### src/rtl/gravity_ticker_if.sv
// Bundle between the game controller and the gravity/lock-delay timer.
//   gamespeed    gravity period in clock cycles
//   soft_drop    level, player holds down (period / 8)
//   pause        level, freezes the timer and suppresses pulses
//   spawn        pulse, a new piece appeared at the top of the board
//   landed       level, the active piece rests on the stack or floor
//   moved        pulse, the active piece shifted or rotated
//   drop_tick    1-cycle pulse, move the piece down one row
//   lock_pulse   1-cycle pulse, freeze the piece into the board
//   lock_pending high while the lock delay is running
// master: game controller side; slave: gravity_ticker side.
interface gravity_ticker_if;
  logic [23:0] gamespeed;
  logic        soft_drop;
  logic        pause;
  logic        spawn;
  logic        landed;
  logic        moved;
  logic        drop_tick;
  logic        lock_pulse;
  logic        lock_pending;

  modport master (
    output gamespeed, soft_drop, pause, spawn, landed, moved,
    input  drop_tick, lock_pulse, lock_pending
  );

  modport slave (
    input  gamespeed, soft_drop, pause, spawn, landed, moved,
    output drop_tick, lock_pulse, lock_pending
  );
endinterface

### src/rtl/gravity_ticker.sv
// Falling-piece gravity timer and lock-delay controller.
// Counts gamespeed-derived periods while a piece falls and emits drop_tick,
// then runs a lock delay once the piece lands and emits lock_pulse.
// Ports:
//   clk_25_175  sole clock
//   reset       synchronous, active-low
//   bus         gravity_ticker_if.slave (speed, player/board events, pulses)
module gravity_ticker #(
  parameter logic [23:0] LOCK_CYCLES = 24'd12_587_500,
  parameter logic [3:0]  MAX_RESETS  = 4'd15,
  parameter logic [23:0] MIN_PERIOD  = 24'd1024
) (
  input logic             clk_25_175,
  input logic             reset,
  gravity_ticker_if.slave bus
);

  typedef enum logic [1:0] {StIdle, StFall, StLock} state_e;

  state_e      state_q, state_d;
  logic [23:0] cnt_q, cnt_d;
  logic [23:0] lock_cnt_q, lock_cnt_d;
  logic [3:0]  resets_used_q, resets_used_d;
  logic        drop_tick_q, drop_tick_d;
  logic        lock_pulse_q, lock_pulse_d;
  logic        lock_pending_q, lock_pending_d;

  logic [23:0] raw_period, period;
  logic        active;
  logic        drop_due, lock_due, restart_ok;

  always_comb begin
    raw_period = bus.soft_drop ? (bus.gamespeed >> 3) : bus.gamespeed;
    period     = (raw_period < MIN_PERIOD) ? MIN_PERIOD : raw_period;
  end

  // pause masks everything, spawn pre-empts every state-local event
  assign active     = !bus.pause && !bus.spawn;
  // >= lets a shrinking period fire on the next edge instead of wrapping
  assign drop_due   = cnt_q >= (period - 24'd1);
  assign lock_due   = lock_cnt_q == (LOCK_CYCLES - 24'd1);
  assign restart_ok = bus.moved && (resets_used_q < MAX_RESETS);

  // State register
  always_ff @(posedge clk_25_175) begin
    if (!reset) begin
      state_q        <= StIdle;
      cnt_q          <= '0;
      lock_cnt_q     <= '0;
      resets_used_q  <= '0;
      drop_tick_q    <= 1'b0;
      lock_pulse_q   <= 1'b0;
      lock_pending_q <= 1'b0;
    end else begin
      state_q        <= state_d;
      cnt_q          <= cnt_d;
      lock_cnt_q     <= lock_cnt_d;
      resets_used_q  <= resets_used_d;
      drop_tick_q    <= drop_tick_d;
      lock_pulse_q   <= lock_pulse_d;
      lock_pending_q <= lock_pending_d;
    end
  end

  // Next-state and counter update
  always_comb begin
    state_d       = state_q;
    cnt_d         = cnt_q;
    lock_cnt_d    = lock_cnt_q;
    resets_used_d = resets_used_q;
    if (bus.pause) begin
      // hold everything
    end else if (bus.spawn) begin
      state_d       = StFall;
      cnt_d         = '0;
      lock_cnt_d    = '0;
      resets_used_d = '0;
    end else begin
      case (state_q)
        StIdle: begin
          cnt_d         = '0;
          lock_cnt_d    = '0;
          resets_used_d = '0;
        end
        StFall: begin
          if (bus.landed) begin
            state_d    = StLock;
            cnt_d      = '0;
            lock_cnt_d = '0;
          end else if (drop_due) begin
            cnt_d = '0;
          end else begin
            cnt_d = cnt_q + 24'd1;
          end
        end
        StLock: begin
          if (!bus.landed) begin
            // slid off a ledge: resume falling, restart budget carries over
            state_d    = StFall;
            cnt_d      = '0;
            lock_cnt_d = '0;
          end else if (restart_ok) begin
            lock_cnt_d    = '0;
            resets_used_d = resets_used_q + 4'd1;
          end else if (lock_due) begin
            state_d    = StIdle;
            lock_cnt_d = '0;
          end else begin
            lock_cnt_d = lock_cnt_q + 24'd1;
          end
        end
        default: begin
          state_d       = StIdle;
          cnt_d         = '0;
          lock_cnt_d    = '0;
          resets_used_d = '0;
        end
      endcase
    end
  end

  // Output decode (registered one edge later)
  always_comb begin
    drop_tick_d    = active && (state_q == StFall) && !bus.landed && drop_due;
    lock_pulse_d   = active && (state_q == StLock) && bus.landed && !restart_ok && lock_due;
    lock_pending_d = (state_d == StLock);
  end

  assign bus.drop_tick    = drop_tick_q;
  assign bus.lock_pulse   = lock_pulse_q;
  assign bus.lock_pending = lock_pending_q;

endmodule

### src/flat_wrapper.sv
// flat-port wrapper written by rule: the top's interface ports become plain ports
module gravity_ticker_flat 
#(
  parameter logic [23:0] LOCK_CYCLES = 24'd12_587_500,
  parameter logic [3:0]  MAX_RESETS  = 4'd15,
  parameter logic [23:0] MIN_PERIOD  = 24'd1024
)
  (clk_25_175, reset, bus_gamespeed, bus_soft_drop, bus_pause, bus_spawn, bus_landed, bus_moved, bus_drop_tick, bus_lock_pulse, bus_lock_pending);
  gravity_ticker_if bus_i ();
  input logic clk_25_175;
  input logic reset;
  input wire logic [$bits(bus_i.gamespeed)-1:0] bus_gamespeed;
  input wire logic [$bits(bus_i.soft_drop)-1:0] bus_soft_drop;
  input wire logic [$bits(bus_i.pause)-1:0] bus_pause;
  input wire logic [$bits(bus_i.spawn)-1:0] bus_spawn;
  input wire logic [$bits(bus_i.landed)-1:0] bus_landed;
  input wire logic [$bits(bus_i.moved)-1:0] bus_moved;
  output wire logic [$bits(bus_i.drop_tick)-1:0] bus_drop_tick;
  output wire logic [$bits(bus_i.lock_pulse)-1:0] bus_lock_pulse;
  output wire logic [$bits(bus_i.lock_pending)-1:0] bus_lock_pending;
  assign bus_i.gamespeed = bus_gamespeed;
  assign bus_i.soft_drop = bus_soft_drop;
  assign bus_i.pause = bus_pause;
  assign bus_i.spawn = bus_spawn;
  assign bus_i.landed = bus_landed;
  assign bus_i.moved = bus_moved;
  assign bus_drop_tick = bus_i.drop_tick;
  assign bus_lock_pulse = bus_i.lock_pulse;
  assign bus_lock_pending = bus_i.lock_pending;
  gravity_ticker #(.LOCK_CYCLES(LOCK_CYCLES), .MAX_RESETS(MAX_RESETS), .MIN_PERIOD(MIN_PERIOD)) u_core (.clk_25_175(clk_25_175), .reset(reset), .bus(bus_i));
endmodule
### config.mk
export PLATFORM = sky130hd
export DESIGN_NAME = gravity_ticker_flat
export DESIGN_NICKNAME = d
export VERILOG_FILES = /design/src/rtl/gravity_ticker_if.sv /design/src/rtl/gravity_ticker.sv /design/src/flat_wrapper.sv
export SDC_FILE = /design/constraint.sdc
export NUM_CORES = 1
export LEC_CHECK = 0
export CAP_MARGIN = 40
export CORE_MARGIN = 2
export CORE_UTILIZATION = 45
export DETAILED_ROUTE_END_ITERATION = 6
export PLACE_DENSITY = 0.66
export SLEW_MARGIN = 20
export SYNTH_ARGS = -nofsm -noshare
export SYNTH_HDL_FRONTEND = slang
export SYNTH_SLANG_ARGS = --single-unit
### constraint.sdc
create_clock -name clk_25_175 -period 7.64 [get_ports clk_25_175]
set_input_delay 1.528 -clock clk_25_175 [delete_from_list [all_inputs] [get_ports clk_25_175]]
set_output_delay 1.528 -clock clk_25_175 [all_outputs]
set_load 0.02 [all_outputs]
### After elaboration in Yosys (flattened, before gate mapping)

Index checks and enable logic that the tools add are counted.

* $add $sub $neg: 4
* $mul: 0
* divide/modulo/power cells: 0
* order comparisons: 3
* equal/unequal tests: 9
* shifts and indexed selects: 0
* mux-type cells: 24
* bitwise gates (word level): 1
* reductions and logical operators: 17

Operators with widths (count)
* 24-bit two-way mux: 11
* 24-bit case mux with 2 select lines: 2
* 24-bit by 1-bit adder with 24-bit output (second input constant): 2
* 24-bit equality test (second input constant): 1
* 24-bit greater-or-equal comparator: 1
* 24-bit by 11-bit < comparator with 1-bit output (second input constant): 1
* 24-bit by 1-bit subtractor with 24-bit output (second input constant): 1
* 2-bit two-way mux: 6
* 4-bit two-way mux: 3
* 1-bit logical AND: 9
* 3-bit inequality test (second input constant): 3
* 4-bit case mux with 2 select lines: 1
* 2-bit case mux with 3 select lines: 1
* 4-bit by 1-bit adder with 4-bit output (second input constant): 1
* 2-bit equality test (second input constant): 2
* 1-bit zero test: 4
* 4-bit < comparator (second input constant): 1
* 2-bit AND reduction: 2
* 4-bit AND reduction: 1
* 3-bit by 2-bit inequality test with 1-bit output (second input constant): 1
* 2-bit by 1-bit equality test with 1-bit output (second input constant): 1
* 2-bit zero test: 1
* 2-bit inequality test (second input constant): 1
* 1-bit NOT: 1

* register bits: 57
* bits in latches: 0
* bits in writable memories: 0
* bits in read-only memories: 0
* input bits: 31
* output and inout bits: 3
* logic and storage cells: 65
* memories kept: 0

### Depth between registers and ports, before layout

* word-level depth: 9
* mapped depth: 21
* gate-level depth less buffers: 17

### Least setup slack after synthesis

No wires, ideal clock.

* path kind: input -> register
* start point: input port bus_gamespeed[20]
* end point: register u_core.cnt_q[0]
* setup time: 0.070 ns
* arrival: 6.054 ns
* required time: 7.570 ns
* path slack: 1.516 ns
* cell stages on the path: 19
* path buffers: 2
* cells stage by stage: or4b_1 > a2bb2oi_1 > nor3_1 > clkbuf_1 > or2_2 > ha_1 > o21a_1 > nand4_1 > nor3_2 > nand3_1 > mux2_2 > ha_1 > nand4_1 > nor4_1 > a22o_1 > or4_1 > buf_2 > or4_1 > a21oi_1

* word-level cells in the longest chain between the ends: 9

Ends and longest elaborated chain
* from (decl): line flat_wrapper.sv:12 `input wire logic [$bits(bus_i.gamespeed)-1:0] bus_gamespeed;`
* 24-bit two-way mux *: line gravity_ticker.sv:33 `raw_period = bus.soft_drop ? (bus.gamespeed >> 3) : bus.gamespeed;`
* 24-bit by 11-bit < comparator with 1-bit output: line gravity_ticker.sv:34 `period = (raw_period < MIN_PERIOD) ? MIN_PERIOD : raw_period;`
* 24-bit two-way mux *: line gravity_ticker.sv:34
* 24-bit by 1-bit subtractor with 24-bit output *: line gravity_ticker.sv:40 `assign drop_due = cnt_q >= (period - 24'd1);`
* 24-bit greater-or-equal comparator *: line gravity_ticker.sv:40
* 24-bit two-way mux *: line gravity_ticker.sv:90 `end else if (drop_due) begin`
* 24-bit two-way mux *: line gravity_ticker.sv:86 `if (bus.landed) begin`
* 24-bit case mux with 2 select lines *: line gravity_ticker.sv:79 `case (state_q)`
* 24-bit two-way mux *: line gravity_ticker.sv:73 `end else if (bus.spawn) begin`
* to (signal assigned): line gravity_ticker.sv:56 `cnt_q <= cnt_d;`
* to (decl): line gravity_ticker.sv:21 `logic [23:0] cnt_q, cnt_d;`

Mark *: on every way between the ends. The rest lies on a longest branch, timed or not.
A chain may end at the register's enable or synchronous reset.

### Worst setup path after layout

* start point: input port bus_gamespeed[20]
* end point: register u_core.cnt_q[11]

Same word-level chain as after synthesis.

==> results.md <==
- The run finished with clean final reports.
- The tool flagged a number of max-cap violations equal to 0.
- In the synthesized netlist the async set-or-reset flop fraction comes to 0%.
- Hold is met by 0.480 ns.
- The floorplan die width is 104 um.
- The number of different library cells used by synthesis comes to 65.
- Including well taps, the total number of placed cells is 704.
- The post-CTS setup-driven buffer insertion count is 0.
- The via count of the first global-routing pass is 3839.
- The worst min-delay path startpoint is u_core.cnt_q[23].
- The library cell used most frequently in the layout, excluding fill and tap cells, is dfxtp_1.
- The weighted congestion at the end of routability-driven global placement is 0.866.
- The final critical-path share of the clock period is 88.5%.
- Summing over every cut layer, the via total after detailed routing is 4155.
- In the final design database the tool counted 641 nets.
- The first global-routing pass estimated 18200 um of wire.
- The highest clock frequency the design can meet is 0.148 GHz.
- The clock passes through at most 2 buffers.
- STA classifies the critical path startpoint as an input port.
- The end of the worst register-to-register path is u_core.cnt_q[11].
- In this run, the number of DRC markers left after iteration 0 of detailed routing was 276.
- Once the clock tree was built, the resizer swapped 0 gates to a different size.
- The number of antenna violations at the first check in global routing came to 0.
- The sequential cell area is 1140 um2.
- The clock period could shrink to 6.77 ns.
- The final sum of negative setup slack is 0 ns.
- The number of buffers created by CTS is 9.
- The depth of the worst register-to-register path is 7.
- Global routing used 20.2% of the available tracks.
- The setup check on the worst reg-to-reg path leaves a slack of 4.97 ns.
- In this run the cell area of the synthesized design comes to 4490 um2.
- Dividing total power by cell area gives a power density of 134 nW/um2.
- The library cells used most frequently in the layout, excluding fill and tap cells, are 57 x dfxtp_1, 55 x nand2_1, 51 x nor2_1.
- The worst hold path cell count is 2.
- The starting density of the core is 46.2%.
- The worst setup path is captured at a flip-flop.
- The total area inside the core boundary comes to 9730 um2.
- The number of hold buffers added after CTS was 0.
- The maximum fanout encountered on the critical timing path is 10.
- At the later pin of the worst-skew pair, clock insertion delay measures 0.34 ns.
- The detailed-placement wirelength estimate is 8230 um.
- The floorplan has 36 rows.
- The start of the worst register-to-register path is u_core.cnt_q[6].
- Setup violations remaining at the end of the flow were counted as 0.
- Dividing the detail-routed wire length by the instance count gives 15.1 um.
- Of all cell types, the one taking the most synthesized area is dfxtp_1.
- The number of design rule violations left after detail routing is 0.
- The critical path required time is 7.92 ns.
- The cell sitting at the root of the clock tree is a clkbuf_8.
- Counting flops with a built-in enable in the synthesized netlist gives 0.
- TritonCTS built the clock tree.
- The number of slew-limit violations in the final report is 0.
- The number of placed I/O pins is 34.
- During placement, the flow inserted port buffers numbering 33.
- The fraction of layout cells with a size suffix above 1 is 7.85%.
- In the post-synthesis netlist, the biggest area contributors are dfxtp_1 25%, ha_1 7.8%, xor2_1 5.5%, xnor2_1 4.7%, nand2_1 4.6%.
- The clock skew is 0.00422 ns.
- For this run the aggregate overflow at the end of global routing stands at 0.
- The synthesized net count is 615.
- The multi-input combinational cells in the finished layout cover a total of 3220 um2.
- Of the post-synthesis cell area, the dominant cell type holds 25.4%.
- The number of hold violations in the final report is 0.
- The number of antenna diodes in the final layout is 0.
- The worst slew margin relative to its limit is 48.7%.
- The class of the most critical setup path is input port to flip-flop.
- After synthesis, the mean cell area works out to 8.08 um2.
- Setup repair after global routing left no endpoint under its margin.
- The pre-antenna-repair detailed-routing pass consisted of 5 iterations.
- From synthesis to final layout, the design area changed by 13.5%.
- Once routing completed, OpenROAD measured the worst setup slack at 0.875 ns.
- The synthesized design contains 57 register bits.
- The total leakage power is 1.93 nW.
- The worst slack after detailed placement is 0.550 ns.
- In this run the number of H-tree levels came out at 3.
- The die area is 10800 um2.
- Clock tree synthesis found a total of 57 sinks.
- The die is 104 um tall.
- After the flow finishes, the layout carries non-filler instances totaling 719.
- Entering global routing, the biggest net connects 38 pins.
- The filler cell count in the final layout is 962.
- Among all flip-flop cells after synthesis, the most frequent one is dfxtp_1.
- The min-delay analysis places its worst path in the category flip-flop to flip-flop.
- The pin slew with the least headroom to its limit is 0.767 ns.
- The detail-routed via count per cell is 5.78.
- The worst vdd rail ir drop is 167 uV.
- The sequential-to-total area share from yosys stat is 25.4%.
- The worst hold path endpoint is u_core.cnt_q[23].
- Wires add up to 10800 um.
- The clock transition time at the flip-flop clock pins of the worst setup and hold paths is 0.06 ns.
- Synthesis produced 556 cells.
- The residual antenna-violating net count after detailed routing is 0.
- The number of synthesis warnings is 0.
- The arrival time at the worst endpoint is 7.04 ns.
## how the worst max path moves through the flow
stage	start	end
4_1_cts	bus_gamespeed[19]	u_core.cnt_q[11]
6_report	bus_gamespeed[20]	u_core.cnt_q[11]
2_1_floorplan	bus_gamespeed[20]	u_core.cnt_q[0]
3_3_place_gp	bus_gamespeed[20]	u_core.cnt_q[0]
5_1_grt	bus_gamespeed[19]	u_core.cnt_q[14]
3_5_place_dp	bus_gamespeed[19]	u_core.cnt_q[14]
## cell families after synthesis
family,share of synthesized area [%]
flops,25.4
xor+xnor,10.1
mux,4.57
compound gates,17.0
buf+inv,2.98
fa+ha+maj,7.80
simple gates,32.2
## power breakdown
part	leakage, nW	internal, W	switching [W]
clock	0.102	0.000165	0.000116
sequential	0.459	0.000299	0.00000167
combinational	1.37	0.0000432	0.0000578
total	1.93	0.000507	0.000175
## cells in the mapped netlist, drive strengths merged (4+ instances only)
library cell,instances
mux2,4
and3,12
nor2,53
a211o,4
a21o,5
mux2i,16
and4,7
ha,28
clkbuf,12
o31ai,4
nor3b,5
nor4b,8
dfxtp,57
o21a,4
nor3,23
or3,7
xnor2,24
nor2b,9
xor2,28
nand4,17
nand2b,9
or2,5
o211a,10
inv,8
and2,5
o21ai,21
nand3,24
a211oi,5
buf,9
or4b,5
or4,7
a21oi,29
nand2,56
a31oi,9
nor4,5
## worst max-delay path, cell delays in order
cell	delay [ns]
clkdlybuf4s50_1	0.49
or4b_1	0.54
a2bb2oi_1	0.20
nor3_1	0.56
or2_2	0.24
ha_1	0.20
o21a_1	0.22
nand4_1	0.18
nor3_2	0.40
nand3_1	0.13
mux2_2	0.29
ha_1	0.29
nand4_1	0.15
nor4_1	0.10
a22o_1	0.24
or4_1	0.65
nor2_2	0.41
o211a_1	0.20
## layer usage
layer,share of wire [%],global-route usage (%)
met4,1.7,6.85
met2,46,33.2
met5,0,0
met1,48,26.6
met3,3.8,3.82
## layout make-up
class / instances / share of cell area, %
Clock inverter: 3 / 0.785
Tap cell: 133 / 3.26
Timing Repair Buffer: 36 / 6.82
Multi-Input combinational cell: 470 / 63.1
Inverter: 8 / 0.589
Clock buffer: 12 / 3.04
Sequential cell: 57 / 22.4
## metrics by stage
stage | total power, W | area, um2 | util [%]
after floorplan | 0.000370 | 4490 | -
after global placement | 0.000406 | 4900 | 50.4
after detailed placement | 0.000407 | 4900 | 50.4
after CTS | 0.000691 | 5100 | 52.4
after global routing | 0.000713 | 5100 | 52.4
final | 0.000682 | 5100 | 52.4
## registers in the layout, indices dropped and copies added, names as in the netlist
signal                   flops
u_core.bus.drop_tick         1
u_core.bus.lock_pending      1
u_core.bus.lock_pulse        1
u_core.cnt_q                24
u_core.lock_cnt_q           24
u_core.resets_used_q         4
u_core.state_q               2
Note: power is estimated with default switching activity, not from simulation.
